<file path="src/rtl/ervp_axi_define_pkg.sv">
// Shared AXI definitions: response width and response codes used by AXI slaves.
package ervp_axi_define_pkg;

    localparam int BW_AXI_RESP = 2;

    localparam logic [BW_AXI_RESP-1:0] AXI_RESPONSE_OKAY   = 2'b00;
    localparam logic [BW_AXI_RESP-1:0] AXI_RESPONSE_SLVERR = 2'b10;

endpackage

</file>
<file path="src/rtl/ervp_axi_read_beat_responder_fifo.sv">
// ervp_small_fifo: power-of-two circular buffer with registered pointers and
// occupancy; head entry is presented directly from storage.
module ervp_small_fifo #(
    parameter int BW_DATA = 8,
    parameter int DEPTH   = 4,
    localparam int BW_PTR = $clog2(DEPTH),
    localparam int BW_CNT = BW_PTR + 1
) (
    input  logic               clk,
    input  logic               rstnn,
    input  logic               push,
    input  logic [BW_DATA-1:0] push_data,
    input  logic               pop,
    output logic               valid,
    output logic [BW_DATA-1:0] head_data,
    output logic [BW_CNT-1:0]  count
);

    logic [BW_DATA-1:0] storage_r [DEPTH];
    logic [BW_PTR-1:0]  wr_ptr_r;
    logic [BW_PTR-1:0]  rd_ptr_r;
    logic [BW_CNT-1:0]  count_r;
    logic               pop_ok_s;

    assign pop_ok_s  = pop & (count_r != {BW_CNT{1'b0}});
    assign valid     = (count_r != {BW_CNT{1'b0}});
    assign head_data = storage_r[rd_ptr_r];
    assign count     = count_r;

    // Entry storage; contents are don't-care until written, so it is not reset.
    always_ff @(posedge clk) begin
        if (push) begin
            storage_r[wr_ptr_r] <= push_data;
        end
    end

    // Pointer and occupancy bookkeeping; pointers wrap naturally at DEPTH.
    always_ff @(posedge clk) begin
        if (!rstnn) begin
            wr_ptr_r <= {BW_PTR{1'b0}};
            rd_ptr_r <= {BW_PTR{1'b0}};
            count_r  <= {BW_CNT{1'b0}};
        end else begin
            if (push) begin
                wr_ptr_r <= wr_ptr_r + BW_PTR'(1);
            end
            if (pop_ok_s) begin
                rd_ptr_r <= rd_ptr_r + BW_PTR'(1);
            end
            case ({push, pop_ok_s})
                2'b10:   count_r <= count_r + BW_CNT'(1);
                2'b01:   count_r <= count_r - BW_CNT'(1);
                default: count_r <= count_r;
            endcase
        end
    end

endmodule

</file>
<file path="src/rtl/ervp_axi_read_beat_responder.sv">
// AXI read beat responder: turns accepted beat addresses into memory reads and
// buffers the responses in order for the R channel, with credit-based flow control.
module ervp_axi_read_beat_responder
    import ervp_axi_define_pkg::*;
#(
    parameter int BW_ADDR    = 32,
    parameter int BW_DATA    = 32,
    parameter int BW_ID      = 4,
    parameter int FIFO_DEPTH = 4,
    parameter int MEM_SIZE   = 4096
) (
    input  logic                   clk,
    input  logic                   rstnn,
    input  logic                   beat_valid,
    input  logic [BW_ADDR-1:0]     beat_addr,
    input  logic [BW_ID-1:0]       beat_id,
    input  logic                   beat_last,
    output logic                   beat_ready,
    output logic                   mem_req,
    output logic [BW_ADDR-1:0]     mem_addr,
    input  logic [BW_DATA-1:0]     mem_rdata,
    output logic                   rvalid,
    output logic [BW_DATA-1:0]     rdata,
    output logic [BW_ID-1:0]       rid,
    output logic [BW_AXI_RESP-1:0] rresp,
    output logic                   rlast,
    input  logic                   rready
);

    localparam int BW_PTR   = $clog2(FIFO_DEPTH);
    localparam int BW_CNT   = BW_PTR + 1;
    localparam int BW_ENTRY = BW_ID + 1 + BW_DATA + BW_AXI_RESP;
    localparam logic [BW_ADDR:0] MEM_LIMIT   = (BW_ADDR+1)'(MEM_SIZE);
    localparam logic [BW_CNT:0]  DEPTH_LIMIT = (BW_CNT+1)'(FIFO_DEPTH);

    logic                   inflight_r;
    logic [BW_ID-1:0]       inflight_id_r;
    logic                   inflight_last_r;
    logic                   inflight_err_r;

    logic [BW_CNT-1:0]      fifo_count_s;
    logic                   fifo_valid_s;
    logic [BW_ENTRY-1:0]    fifo_head_s;
    logic [BW_ENTRY-1:0]    push_data_s;
    logic [BW_CNT:0]        credit_sum_s;
    logic                   accept_s;
    logic                   addr_err_s;
    logic [BW_DATA-1:0]     resp_data_s;
    logic [BW_AXI_RESP-1:0] resp_code_s;

    // Credit check counts the inflight beat so its push can never find the buffer full.
    always_comb begin
        credit_sum_s = {1'b0, fifo_count_s} + {{BW_CNT{1'b0}}, inflight_r};
        beat_ready   = (credit_sum_s < DEPTH_LIMIT);
    end

    // Accept decode and memory request; reset suppresses any request.
    always_comb begin
        addr_err_s = ({1'b0, beat_addr} >= MEM_LIMIT);
        accept_s   = rstnn & beat_valid & beat_ready;
        mem_req    = accept_s & ~addr_err_s;
        mem_addr   = beat_addr;
    end

    // Inflight stage: remembers beat attributes while the memory read completes.
    always_ff @(posedge clk) begin
        if (!rstnn) begin
            inflight_r      <= 1'b0;
            inflight_id_r   <= {BW_ID{1'b0}};
            inflight_last_r <= 1'b0;
            inflight_err_r  <= 1'b0;
        end else begin
            inflight_r <= accept_s;
            if (accept_s) begin
                inflight_id_r   <= beat_id;
                inflight_last_r <= beat_last;
                inflight_err_r  <= addr_err_s;
            end else begin
                inflight_id_r   <= inflight_id_r;
                inflight_last_r <= inflight_last_r;
                inflight_err_r  <= inflight_err_r;
            end
        end
    end

    // Out-of-range beats return zero data with SLVERR instead of stale read data.
    always_comb begin
        if (inflight_err_r) begin
            resp_data_s = {BW_DATA{1'b0}};
            resp_code_s = AXI_RESPONSE_SLVERR;
        end else begin
            resp_data_s = mem_rdata;
            resp_code_s = AXI_RESPONSE_OKAY;
        end
        push_data_s = {inflight_id_r, inflight_last_r, resp_data_s, resp_code_s};
    end

    ervp_small_fifo #(
        .BW_DATA (BW_ENTRY),
        .DEPTH   (FIFO_DEPTH)
    ) u_fifo (
        .clk       (clk),
        .rstnn     (rstnn),
        .push      (inflight_r),
        .push_data (push_data_s),
        .pop       (rvalid & rready),
        .valid     (fifo_valid_s),
        .head_data (fifo_head_s),
        .count     (fifo_count_s)
    );

    assign rvalid                     = fifo_valid_s;
    assign {rid, rlast, rdata, rresp} = fifo_head_s;

endmodule

</file>
<file path="config.mk">
export PLATFORM = sky130hd
export DESIGN_NAME = ervp_axi_read_beat_responder
export DESIGN_NICKNAME = d
export VERILOG_FILES = /design/src/rtl/ervp_axi_define_pkg.sv /design/src/rtl/ervp_axi_read_beat_responder_fifo.sv /design/src/rtl/ervp_axi_read_beat_responder.sv
export SDC_FILE = /design/constraint.sdc
export NUM_CORES = 1
export LEC_CHECK = 0
export ABC_AREA = 1
export BUFFER_PORTS_ARGS = -buffer_cell sky130_fd_sc_hd__buf_2
export CORE_ASPECT_RATIO = 0.9
export CORE_MARGIN = 10
export CORE_UTILIZATION = 30
export DETAILED_ROUTE_END_ITERATION = 8
export GPL_TIMING_DRIVEN = 0
export MAX_ROUTING_LAYER = met4
export PLACE_DENSITY = 0.48
export RECOVER_POWER = 50
export SYNTH_ARGS = -nofsm -noshare
export SYNTH_HDL_FRONTEND = slang
export SYNTH_SLANG_ARGS = --single-unit
</file>
<file path="constraint.sdc">
create_clock -name clk -period 2 [get_ports clk]
set_input_delay 0.1 -clock clk [delete_from_list [all_inputs] [get_ports clk]]
set_output_delay 0.1 -clock clk [all_outputs]
set_load 0.005 [all_outputs]
</file>
==> flow_summary_export.csv, run 1 <==
group,metric,value,unit
status,status,"finished, final reports clean",
place,routability_driven_placement_congestion_ratio,0.7021,
route,postRouteAntennaNets,0,
yosys,postSynthRegisterBits,168,
setup_path,worstSetupPathType,"reg2reg",
yosys,synth.top_cells.by_area,"sky130_fd_sc_hd__edfxtp_1 (65%), sky130_fd_sc_hd__nor2_1 (7.0%), sky130_fd_sc_hd__o21ai_0 (5.4%)",
clock_network,cts-buffers-inserted,17,
hold_path,hold_path.class,"in2reg",
sta,drv_slew,0,
floorplanning,floorplan.io_pins,147,
yosys,netlist_area,6987,sq um
clock_network,tritoncts,"yes",
clock_network,clock-sinks,168,
route,route.final.wire_length,17790,microns
floorplanning,chipWidth,180.9,microns
sta,totalNegativeSetupSlack,0,ns
job,timing.max_cap.violations,0,
route,route.top_layer_used,"met4",
route,m1WireLength,8724,microns
cells_and_area,finalNetCount,846,
sta,setup_violations_final,0,
floorplanning,core_area,22710,sq um
sta,worst-slew-pin-transition,0.5800,ns
route,drt-pass1-iter-count,4,
floorplanning,floorplan.rows,52,
setup_path,timing.critical_path.buf_inv,3,
power,ir_worst_vdd,521.6,uV
route,remaining_drc_errors,0,
global_route,grt_overflow,0,
clock_network,cts.clk_slew.worst_paths,0.06,ns
clock_network,clk_path_buf_depth,2,
route,drtIter0Drc,306,
setup_path,crit_top_cell,"sky130_fd_sc_hd__inv_1",
yosys,synth_cells,592,
floorplanning,start_util,0.3077,
global_route,grt_start_max_net_pins,33,
global_route,grt_total_usage,0.1206,
setup_path,wp_data_required,2.06,ns
yosys,syn_avg_cell_area,11.80,sq um
place,cell_area_after_placement,8164,sq um
route,met3WireLength,859,microns
yosys,yosysTopAreaCell,"sky130_fd_sc_hd__edfxtp_1",
sta,final.hold.worst_slack,0.02731,ns
cells_and_area,area_added_between_synthesis_and_finish,24.96,%
floorplanning,die_area,29800,sq um
clock_network,cts_root_buffer,"sky130_fd_sc_hd__clkbuf_16",
power,leakage,3.448,nW
yosys,netlist-cell-type-count,24,
route,post_drt_via_cell_ratio,4.286,
sta,max_freq,532.0,MHz
route,detail_route.wl_per_cell,16.52,microns
sta,grt_setup_unrepaired,"false",
cells_and_area,post_route_cells_drive_above_1_share,0.2833,
place,port_buffers,145,
sta,slew_headroom,0.6128,
setup_path,critical_path_arrival,1.94,ns
clock_network,cts_htree_levels,4,
cells_and_area,number_of_antenna_repair_diodes,0,
global_route,number_of_antenna_violations_at_the_first_check_in_global_routing,0,
yosys,yosysSeqAreaShare,0.6991,
yosys,area_share_of_the_leading_cell_type_in_the_synthesized_netlist,0.6533,
cells_and_area,final_design_area_no_fill,8731,sq um
global_route,grt_pass1_wl,26810,microns
setup_path,cpPeakStageDelay,0.50,ns
sta,timing.final.crit_share,0.9399,
setup_path,crit_slowest_cell,"sky130_fd_sc_hd__buf_4",
setup_path,critical_path_cell_sequence,"inv_1 -> ha_1 -> nand2_1 -> inv_1 -> buf_4",
power,cellPowerDensity,1098,nW/um^2
setup_path,critical_path.endpoint_type,"flop",
route,vias,4616,
setup_path,path_delay_family,"buffers and inverters",
sta,hold_violations,0,
place,dp_hpwl,11900,microns
cells_and_area,final.fill_count,2266,
route,met2_length,8170,microns
power,overall_power_after_layout,0.009588,W
yosys,synth_warnings,0,
sta,worst_clock_skew,0.009590,ns
floorplanning,die_height,164.8,microns
global_route,vias_in_the_first_global_route,4786,
clock_network,clock_latency,0.41,ns
yosys,synthesis.nets,671,
setup_path,crit_path_max_fanout,28,
sta,period_minus_slack,1.880,ns
setup_path,cp-start-kind,"flop",
path summary, 6_finish.rpt:
kind	from	end	slack (ns)	depth (start not counted)
worst max-delay path	u_fifo.wr_ptr_r[1]	u_fifo.storage_r[1][24]	0.12	5
worst min-delay path	rready	u_fifo.rd_ptr_r[1]	0.03	4
worst max register to register	u_fifo.wr_ptr_r[1]	u_fifo.storage_r[1][24]	0.12	5
worst min register to register	u_fifo.rd_ptr_r[0]	u_fifo.rd_ptr_r[0]	0.49	1
worst reg2reg max path: cells and delay by family (launching register included):
family                     cells  cell delay (ns)
buffers and inverters          3             0.98
DFF                            1             0.33
adders and majority gates      1             0.15
and+or+nand+nor                1             0.05
metrics by stage:
stage	std cells	worst slack, ns	util
after floorplan	592	0.1539	-
after global placement	1034	-0.5062	0.3560
after detailed placement	1038	-0.01146	0.3595
after CTS	1076	0.01852	0.3872
after global routing	1077	0.006330	0.3845
final	1077	0.1201	0.3845
flip-flops by register name, summed over array words and instances (netlist names), named ones only:
name / cells
inflight_err_r: 1
inflight_id_r: 4
inflight_last_r: 1
inflight_r: 1
u_fifo.count: 3
u_fifo.rd_ptr_r: 2
u_fifo.storage_r: 152
u_fifo.wr_ptr_r: 2
routing by layer:
layer  vias to the layer above  track usage
met4                         0      0.02570
met2                       131       0.1815
met5                         -            -
met3                         4      0.03325
li1                       2371            -
met1                      2110       0.1600
synth_stat cells (all sizes together):
cell and n:
xor2 1, edfxtp 152, nand3 3, nor2 133, fa 1, o22ai 38
conb 1, clkbuf 10, o21ai 87, and2 1, a21oi 9, ha 5
inv 50, nand2 30, buf 53, or2 2, dfxtp 16
cells in the final DEF (no fill, tap or decap), types with 3 or more instances in the layout:
cell and instances:
sky130_fd_sc_hd__edfxtp_1 152, sky130_fd_sc_hd__nor2_1 132, sky130_fd_sc_hd__buf_2 123, sky130_fd_sc_hd__o21ai_0 79, sky130_fd_sc_hd__inv_1 46, sky130_fd_sc_hd__o22ai_1 38
sky130_fd_sc_hd__buf_4 36, sky130_fd_sc_hd__clkbuf_1 33, sky130_fd_sc_hd__nand2_1 29, sky130_fd_sc_hd__clkbuf_16 17, sky130_fd_sc_hd__dfxtp_1 14, sky130_fd_sc_hd__a21oi_1 9
sky130_fd_sc_hd__o21ai_1 8, sky130_fd_sc_hd__buf_6 7, sky130_fd_sc_hd__clkbuf_4 7, sky130_fd_sc_hd__clkbuf_2 7, sky130_fd_sc_hd__dlygate4sd3_1 6, sky130_fd_sc_hd__ha_1 5
sky130_fd_sc_hd__clkinv_2 5, sky130_fd_sc_hd__inv_2 4, sky130_fd_sc_hd__clkinv_4 3
cell families (layout without fill, tap and decap cells):
kind of cell,after synthesis,in the layout,synth area share
adders and majority gates,6,6,0.01182
AOI/OAI and AO/OA,134,134,0.1033
DFF,168,168,0.6991
and+or+nand+nor,169,169,0.09312
buffers and inverters,113,301,0.09080
other,1,1,0.0005367
xor gates and xnor gates,1,1,0.001254
repair_timing:
action / in CTS / in global routing
setup endpoints to repair: 6 / 6
gates resized for setup: 4 / 10
setup buffers: 0 / 1
hold endpoints to repair: 5 / 0
hold buffers: 6 / 0
area by class of cell:
| type | count | area, sq um | share of cell area |
|---|---|---|---|
| multi-input cells | 311 | 1469 | 0.1682 |
| inverters | 50 | 187.7 | 0.02150 |
| well taps | 297 | 371.6 | 0.04256 |
| plain buffers | 63 | 456.7 | 0.05231 |
| flip-flops and latches | 168 | 4887 | 0.5598 |
| repair buffers | 156 | 795.8 | 0.09114 |
| clock inverters | 14 | 133.9 | 0.01533 |
| clock buffers | 18 | 429.2 | 0.04915 |
report_power, final:
group          switching [W]  internal (W)  leakage (nW)
registers          0.0000905       0.00410          1.53
clock network        0.00128       0.00182         0.274
logic                0.00142      0.000872          1.64
Note: power is estimated with default switching activity, not from simulation.
==> inputs of run 2 (changes only) <==
ABC_AREA = default   (was 1)
==> run 2 against run 1 <==
  * Register-to-register slack worse by 0.03 ns
  * Non-clock buffer count down 26
  * Critical path depth up 2
  * First-iteration DRC count down 30%
  * Routed wire length down 15%
  * Fmax down 1.4%
  * Clock power about the same
  * Sequential cell count unchanged
==> flow_summary_export.csv, run 2 <==
group,metric,value,unit
route,remaining_drc_errors,0,
setup_path,rr_startpoint,"u_fifo.count[2]",
route,drt-pass1-iter-count,4,
setup_path,r2r_end,"u_fifo.count[2]",
sta,hold_violations,0,
yosys,yosysTopAreaCell,"sky130_fd_sc_hd__edfxtp_1",
floorplanning,chipWidth,178.4,microns
yosys,synth-main-ff-cell,"sky130_fd_sc_hd__edfxtp_1",
power,ir_worst_vdd,504.7,uV
cells_and_area,final.fill_count,2148,
place,dp_hpwl,9758,microns
setup_path,critical_path_arrival,2.25,ns
yosys,area_share_of_the_leading_cell_type_in_the_synthesized_netlist,0.6741,
sta,grt_setup_unrepaired,"false",
hold_path,hold_path_startpoint,"beat_addr[23]",
floorplanning,floorplan.io_pins,147,
setup_path,ff2ff_path_depth,7,
clock_network,tritoncts,"yes",
route,post_drt_via_cell_ratio,4.390,
status,status,"finished, final reports clean",
yosys,synth.top_cells.by_area,"sky130_fd_sc_hd__edfxtp_1 (67%), sky130_fd_sc_hd__mux4_2 (13%), sky130_fd_sc_hd__dfxtp_1 (4.7%)",
global_route,number_of_antenna_violations_at_the_first_check_in_global_routing,0,
cells_and_area,largest_register_ff_count,152,
cells_and_area,registers.top_by_ff_count,"u_fifo.storage_r",
yosys,synthesis.nets,431,
yosys,synth_warnings,0,
setup_path,wp_data_required,2.34,ns
route,drtIter0Drc,214,
sta,drv_slew,0,
place,port_buffers,132,
hold_path,hold_depth,4,
sta,slew_headroom,0.5608,
yosys,netlist_top_cells_count,"sky130_fd_sc_hd__edfxtp_1 (152), sky130_fd_sc_hd__mux4_2 (38), sky130_fd_sc_hd__buf_4 (34)",
route,vias,3635,
yosys,netlist-cell-type-count,30,
cells_and_area,post_route_cells_drive_above_1_share,0.4331,
setup_path,cp-start-kind,"flop",
setup_path,critical_path.endpoint_type,"flop",
job,timing.max_cap.violations,0,
clock_network,clock_latency,0.42,ns
hold_path,hold_path_end,"inflight_err_r",
setup_path,worstSetupPathType,"reg2reg",
setup_path,worst_setup_sp,"u_fifo.count[2]",
sta,totalNegativeSetupSlack,0,ns
hold_path,hold_path.class,"in2reg",
yosys,syn_avg_cell_area,19.24,sq um
sta,period_minus_slack,1.906,ns
route,route.final.wire_length,15070,microns
route,postRouteAntennaNets,0,
yosys,yosysSeqAreaShare,0.7214,
clock_network,cts_htree_levels,4,
sta,worst_clock_skew,0.009051,ns
clock_network,cts.clk_slew.worst_paths,0.06,ns
route,detail_route.wl_per_cell,18.20,microns
power,cellPowerDensity,1111,nW/um^2
power,overall_power_after_layout,0.009428,W
yosys,postSynthRegisterBits,168,
sta,worst-slew-pin-transition,0.6589,ns
clock_network,cts-buffers-inserted,17,
cells_and_area,layout.cells.most_common_list,"sky130_fd_sc_hd__edfxtp_1 (152), sky130_fd_sc_hd__buf_2 (103), sky130_fd_sc_hd__mux4_2 (38), sky130_fd_sc_hd__buf_4 (37), sky130_fd_sc_hd__clkbuf_1 (33)",
floorplanning,die_height,162.5,microns
cells_and_area,number_of_antenna_repair_diodes,0,
floorplanning,start_util,0.3025,
sta,final.hold.worst_slack,0.03251,ns
global_route,grt_pass1_wl,22780,microns
setup_path,crit_path_max_fanout,6,
power,leakage,3.044,nW
yosys,synthMostInstantiatedCell,"sky130_fd_sc_hd__edfxtp_1",
cells_and_area,area_added_between_synthesis_and_finish,25.37,%
yosys,synth-edff-count,152,
sta,setup_violations_final,0,
floorplanning,core_area,22380,sq um
global_route,grt_total_usage,0.1084,
clock_network,cts_root_buffer,"sky130_fd_sc_hd__clkbuf_16",
clock_network,clk_path_buf_depth,2,
global_route,grt_start_max_net_pins,39,
sta,timing.final.crit_share,0.9528,
cells_and_area,finalNetCount,597,
cells_and_area,layout.cells.most_common,"sky130_fd_sc_hd__edfxtp_1",
clock_network,clock-sinks,168,
global_route,vias_in_the_first_global_route,4037,
setup_path,worst_reg_to_reg_setup_slack,0.09,ns
floorplanning,die_area,28990,sq um
global_route,grt_overflow,0,
yosys,netlist_area,6771,sq um
yosys,synth_cells,352,
yosys,synthArstFlopShare,0,
sta,max_freq,524.8,MHz
floorplanning,floorplan.rows,52,
place,routability_driven_placement_congestion_ratio,0.7180,
## run 2: cell types whose count changed after synthesis, moves of 6 or more
cell,delta
sky130_fd_sc_hd__nor2_1,-123
sky130_fd_sc_hd__o22ai_1,-38
sky130_fd_sc_hd__nand2_1,-24
sky130_fd_sc_hd__inv_1,-35
sky130_fd_sc_hd__nor2b_1,+32
sky130_fd_sc_hd__mux2i_1,+6
sky130_fd_sc_hd__a21oi_1,-7
sky130_fd_sc_hd__o21ai_1,-11
sky130_fd_sc_hd__o21ai_0,-74
sky130_fd_sc_hd__mux4_2,+38
## run 2: area by class of cell
type	count	area [sq um]	share of cell area
sequential	168	4896	0.5767
timing repair buffer	147	762.0	0.08976
tap	297	371.6	0.04377
clock inverter	14	121.4	0.01430
multi-input combinational	125	1484	0.1748
inverter	13	48.80	0.005748
clock buffer	18	429.2	0.05055
buffer	46	376.6	0.04436
## run 2: per-stage QoR
| stage | utilization | cells | worst slack (ns) | instance area [sq um] |
|---|---|---|---|---|
| 5_1_grt | 0.3793 | 828 | 0.01001 | 8489 |
| 4_1_cts | 0.3782 | 823 | 0.001756 | 8464 |
| 3_3_place_gp | 0.3487 | 781 | 0.05181 | 7804 |
| 2_1_floorplan | - | 352 | 0.1818 | 6771 |
| 6_report | 0.3793 | 828 | 0.09440 | 8489 |
| 3_5_place_dp | 0.3487 | 781 | 0.01903 | 7804 |
## run 2: timing repair
item,in CTS,in global routing
gates resized for setup,6,10
buffers inserted,0,5
hold buffers,10,0
gates cloned,0,0
hold endpoints to repair,5,0
setup endpoints to repair,26,172
## run 2: cells by family after synthesis
logic type               Yosys count  share of synthesized area
multiplexers                      44                     0.1353
flip-flops                       168                     0.7214
AND/OR/NAND/NOR                   61                    0.05340
adder cells (fa/ha/maj)            6                    0.01220
AO/OA/AOI/OAI                      8                    0.01053
buffers and inverters             59                    0.06023
XOR/XNOR                           5                   0.006468
other                              1                  0.0005538
## run 2: report_power, final
group | switching (W) | leakage (nW) | internal, W | total (W)
logic | 0.000961 | 1.24 | 0.00113 | 0.00209
registers | 0.000123 | 1.53 | 0.00413 | 0.00426
clock network | 0.00136 | 0.269 | 0.00172 | 0.00308
total | 0.00244 | 3.04 | 0.00698 | 0.00943
## run 2: worst max-delay path by stage
stage / slack [ns] / cells after the start / to
after global placement: 0.05 / 3 / u_fifo.storage_r[2][21]
final: 0.09 / 7 / u_fifo.count[2]
after detailed placement: 0.02 / 3 / u_fifo.storage_r[2][21]
after global routing: 0.01 / 7 / u_fifo.count[2]
after floorplan: 0.18 / 7 / u_fifo.count[2]
after CTS: 0.002 / 4 / rdata[21]
## run 2: routing by layer
layer	up-vias	routed length, microns	GRT usage	part of all wire
met5	-	0	-	0
met4	0	183	0.03718	0.012
met3	12	694	0.02805	0.046
met2	90	7585	0.1777	0.50
met1	1875	6603	0.1272	0.44
li1	1658	-	-	-
## run 2: critical path, stage by stage, from the launching register on
cell,delay [ns]
sky130_fd_sc_hd__dfxtp_4,0.38
sky130_fd_sc_hd__o31a_1,0.19
sky130_fd_sc_hd__ha_1,0.20
sky130_fd_sc_hd__inv_1,0.06
sky130_fd_sc_hd__fa_1,0.37
sky130_fd_sc_hd__xor2_1,0.15
sky130_fd_sc_hd__or3_1,0.31
sky130_fd_sc_hd__a21oi_1,0.16
==> inputs of run 3 (changes only) <==
==> constraint.sdc (replaced) <==
create_clock -name clk -period 2 [get_ports clk]
set_input_delay 0.1 -clock clk [delete_from_list [all_inputs] [get_ports clk]]
set_output_delay 0.1 -clock clk [all_outputs]
set_load 0.1 [all_outputs]
==> run 3 against run 2 <==
  * Sequential power hardly changed
  * Routed wire length is 0.54% lower
  * Sequential cell count stayed put
  * Via count is 1.4% lower
  * Critical path depth is 3 lower
  * Clock power is 13% higher
  * Count of clock-buffer cells in the layout stayed put
  * Non-clock buffer count is 2 lower
  * Largest power group is now combinational logic
==> flow_summary_export.csv, run 3 (synthesis results as in run 2) <==
group,metric,value,unit
status,status,"finished, final reports clean",
sta,setup_violations_final,0,
power,cellPowerDensity,1449,nW/um^2
sta,grt_setup_unrepaired,"true",
sta,totalNegativeSetupSlack,0,ns
sta,drv_slew,0,
clock_network,cts_htree_levels,4,
sta,hold_violations,0,
sta,max_freq,510.1,MHz
clock_network,cts.clk_slew.worst_paths,0.07,ns
power,power_switching,0.005010,W
floorplanning,start_util,0.3025,
global_route,grt_overflow,0,
sta,timing.final.crit_share,0.9802,
hold_path,hold_path.class,"in2reg",
cells_and_area,largest_register_ff_count,152,
cells_and_area,layout.cells.most_common_list,"sky130_fd_sc_hd__edfxtp_1 (152), sky130_fd_sc_hd__buf_2 (62), sky130_fd_sc_hd__buf_4 (46), sky130_fd_sc_hd__mux4_2 (38), sky130_fd_sc_hd__clkbuf_1 (36)",
route,remaining_drc_errors,0,
setup_path,worst_reg_to_reg_setup_slack,0.13,ns
setup_path,cp-start-kind,"flop",
clock_network,clock_latency,0.43,ns
sta,timing.final.ws_setup,0.03956,ns
cells_and_area,post_route_cells_drive_above_1_share,0.4310,
setup_path,crit_path_max_fanout,7,
cells_and_area,finalNetCount,595,
setup_path,wp_data_required,1.90,ns
power,power.share.clock,0.272,
global_route,vias_in_the_first_global_route,4219,
floorplanning,floorplan.io_pins,147,
power,power_frac_comb,0.395,
power,seqPwrFrac,0.333,
power,ir_worst_vdd,800.7,uV
route,post_drt_via_cell_ratio,4.340,
cells_and_area,postLayoutCoreUtil,0.3947,
clock_network,clock-sinks,168,
route,detail_route.wl_per_cell,18.14,microns
global_route,grt_pass1_wl,22940,microns
place,dp_hpwl,9770,microns
cells_and_area,registers.top_by_ff_count,"u_fifo.storage_r",
setup_path,critical_path.endpoint_type,"output pin",
power,overall_power_after_layout,0.01280,W
sta,period_minus_slack,1.960,ns
cells_and_area,number_of_antenna_repair_diodes,0,
setup_path,worstSetupPathType,"reg2out",
power,power_internal,0.007787,W
place,routability_driven_placement_congestion_ratio,0.7503,
place,preCtsSetupSlack,0.03529,ns
floorplanning,die_area,28990,sq um
global_route,number_of_antenna_violations_at_the_first_check_in_global_routing,0,
global_route,grt_start_max_net_pins,39,
route,drt-pass1-iter-count,4,
route,drtIter0Drc,133,
clock_network,clk_path_buf_depth,2,
route,postRouteAntennaNets,0,
floorplanning,chipWidth,178.4,microns
cells_and_area,layout.cells.most_common,"sky130_fd_sc_hd__edfxtp_1",
clock_network,cts-buffers-inserted,17,
clock_network,cts_root_buffer,"sky130_fd_sc_hd__clkbuf_16",
floorplanning,die_height,162.5,microns
sta,worst_clock_skew,0.01046,ns
sta,slew_headroom,0.2046,
power,switching_share,0.3915,
global_route,grt_total_usage,0.1090,
route,route.final.wire_length,14990,microns
job,timing.max_cap.violations,0,
clock_network,tritoncts,"yes",
sta,final.hold.worst_slack,0.03903,ns
floorplanning,core_area,22380,sq um
power,leakage,3.156,nW
place,port_buffers,132,
route,vias,3585,
sta,worst-slew-pin-transition,1.198,ns
setup_path,critical_path_arrival,1.86,ns
floorplanning,floorplan.rows,52,
cells_and_area,area_added_between_synthesis_and_finish,30.45,%
-- run 3: cell types whose count changed in the layout (fill, tap and decap cells not counted), moves of 2 or more --
cell,delta
sky130_fd_sc_hd__clkinv_2,-4
sky130_fd_sc_hd__clkbuf_16,+2
sky130_fd_sc_hd__inv_8,+2
sky130_fd_sc_hd__inv_6,-2
sky130_fd_sc_hd__bufinv_16,+3
sky130_fd_sc_hd__buf_4,+9
sky130_fd_sc_hd__buf_2,-41
sky130_fd_sc_hd__buf_6,+20
sky130_fd_sc_hd__buf_12,+2
sky130_fd_sc_hd__clkbuf_1,+3
-- run 3: power by group through the flow --
stage / combinational [W] / sequential [W] / clock (W)
final: 0.00505 / 0.00427 / 0.00348
after global routing: 0.00528 / 0.00430 / 0.00371
after CTS: 0.00495 / 0.00426 / 0.00356
after detailed placement: 0.00456 / 0.00432 / 0
after global placement: 0.00455 / 0.00431 / 0
after floorplan: 0.00386 / 0.00428 / 0
-- run 3: what timing repair did --
| item | 4_1_cts | 5_1_grt |
|---|---|---|
| buffers inserted | 0 | 0 |
| setup endpoints to repair | 36 | 138 |
| hold buffers | 10 | 0 |
| cloned | 1 | 2 |
| resized for setup | 55 | 29 |
| endpoints found under the hold margin | 5 | 0 |
-- run 3: metal layers --
layer	part of all wire	wire length, microns	global-route usage	vias up
li1	-	-	-	1659
met1	0.44	6664	0.1302	1802
met2	0.50	7459	0.1746	110
met3	0.046	690	0.03338	14
met4	0.011	171	0.03192	0
met5	0	0	-	-
-- run 3: layout make-up --
class | instances | area, sq um
Fill cell | 2121 | 13550
Multi-Input combinational cell | 125 | 1495
Timing Repair Buffer | 145 | 999.7
Buffer | 46 | 380.4
Clock buffer | 18 | 429.2
Tap cell | 297 | 371.6
Inverter | 13 | 48.80
Clock inverter | 14 | 209.0
Sequential cell | 168 | 4900
-- run 3: critical path, stage by stage, from the launching register on --
cell and delay (ns):
sky130_fd_sc_hd__dfxtp_4 0.38, sky130_fd_sc_hd__buf_12 0.16, sky130_fd_sc_hd__buf_12 0.13, sky130_fd_sc_hd__mux4_2 0.55, sky130_fd_sc_hd__buf_8 0.20
-- run 3: final timing paths --
path,cells past startpoint,end,start
max,4,rdata[31],flop
min,3,inflight_r,beat_valid
max reg2reg,7,u_fifo.count[2],u_fifo.count[2]
min reg2reg,0,u_fifo.storage_r[2][38],inflight_id_r[3]
-- run 3: per-stage QoR --
step / area (sq um) / cells
after detailed placement: 7815 / 781
after global routing: 8833 / 826
after global placement: 7815 / 781
final: 8833 / 826
after CTS: 8745 / 824
after floorplan: 6783 / 352
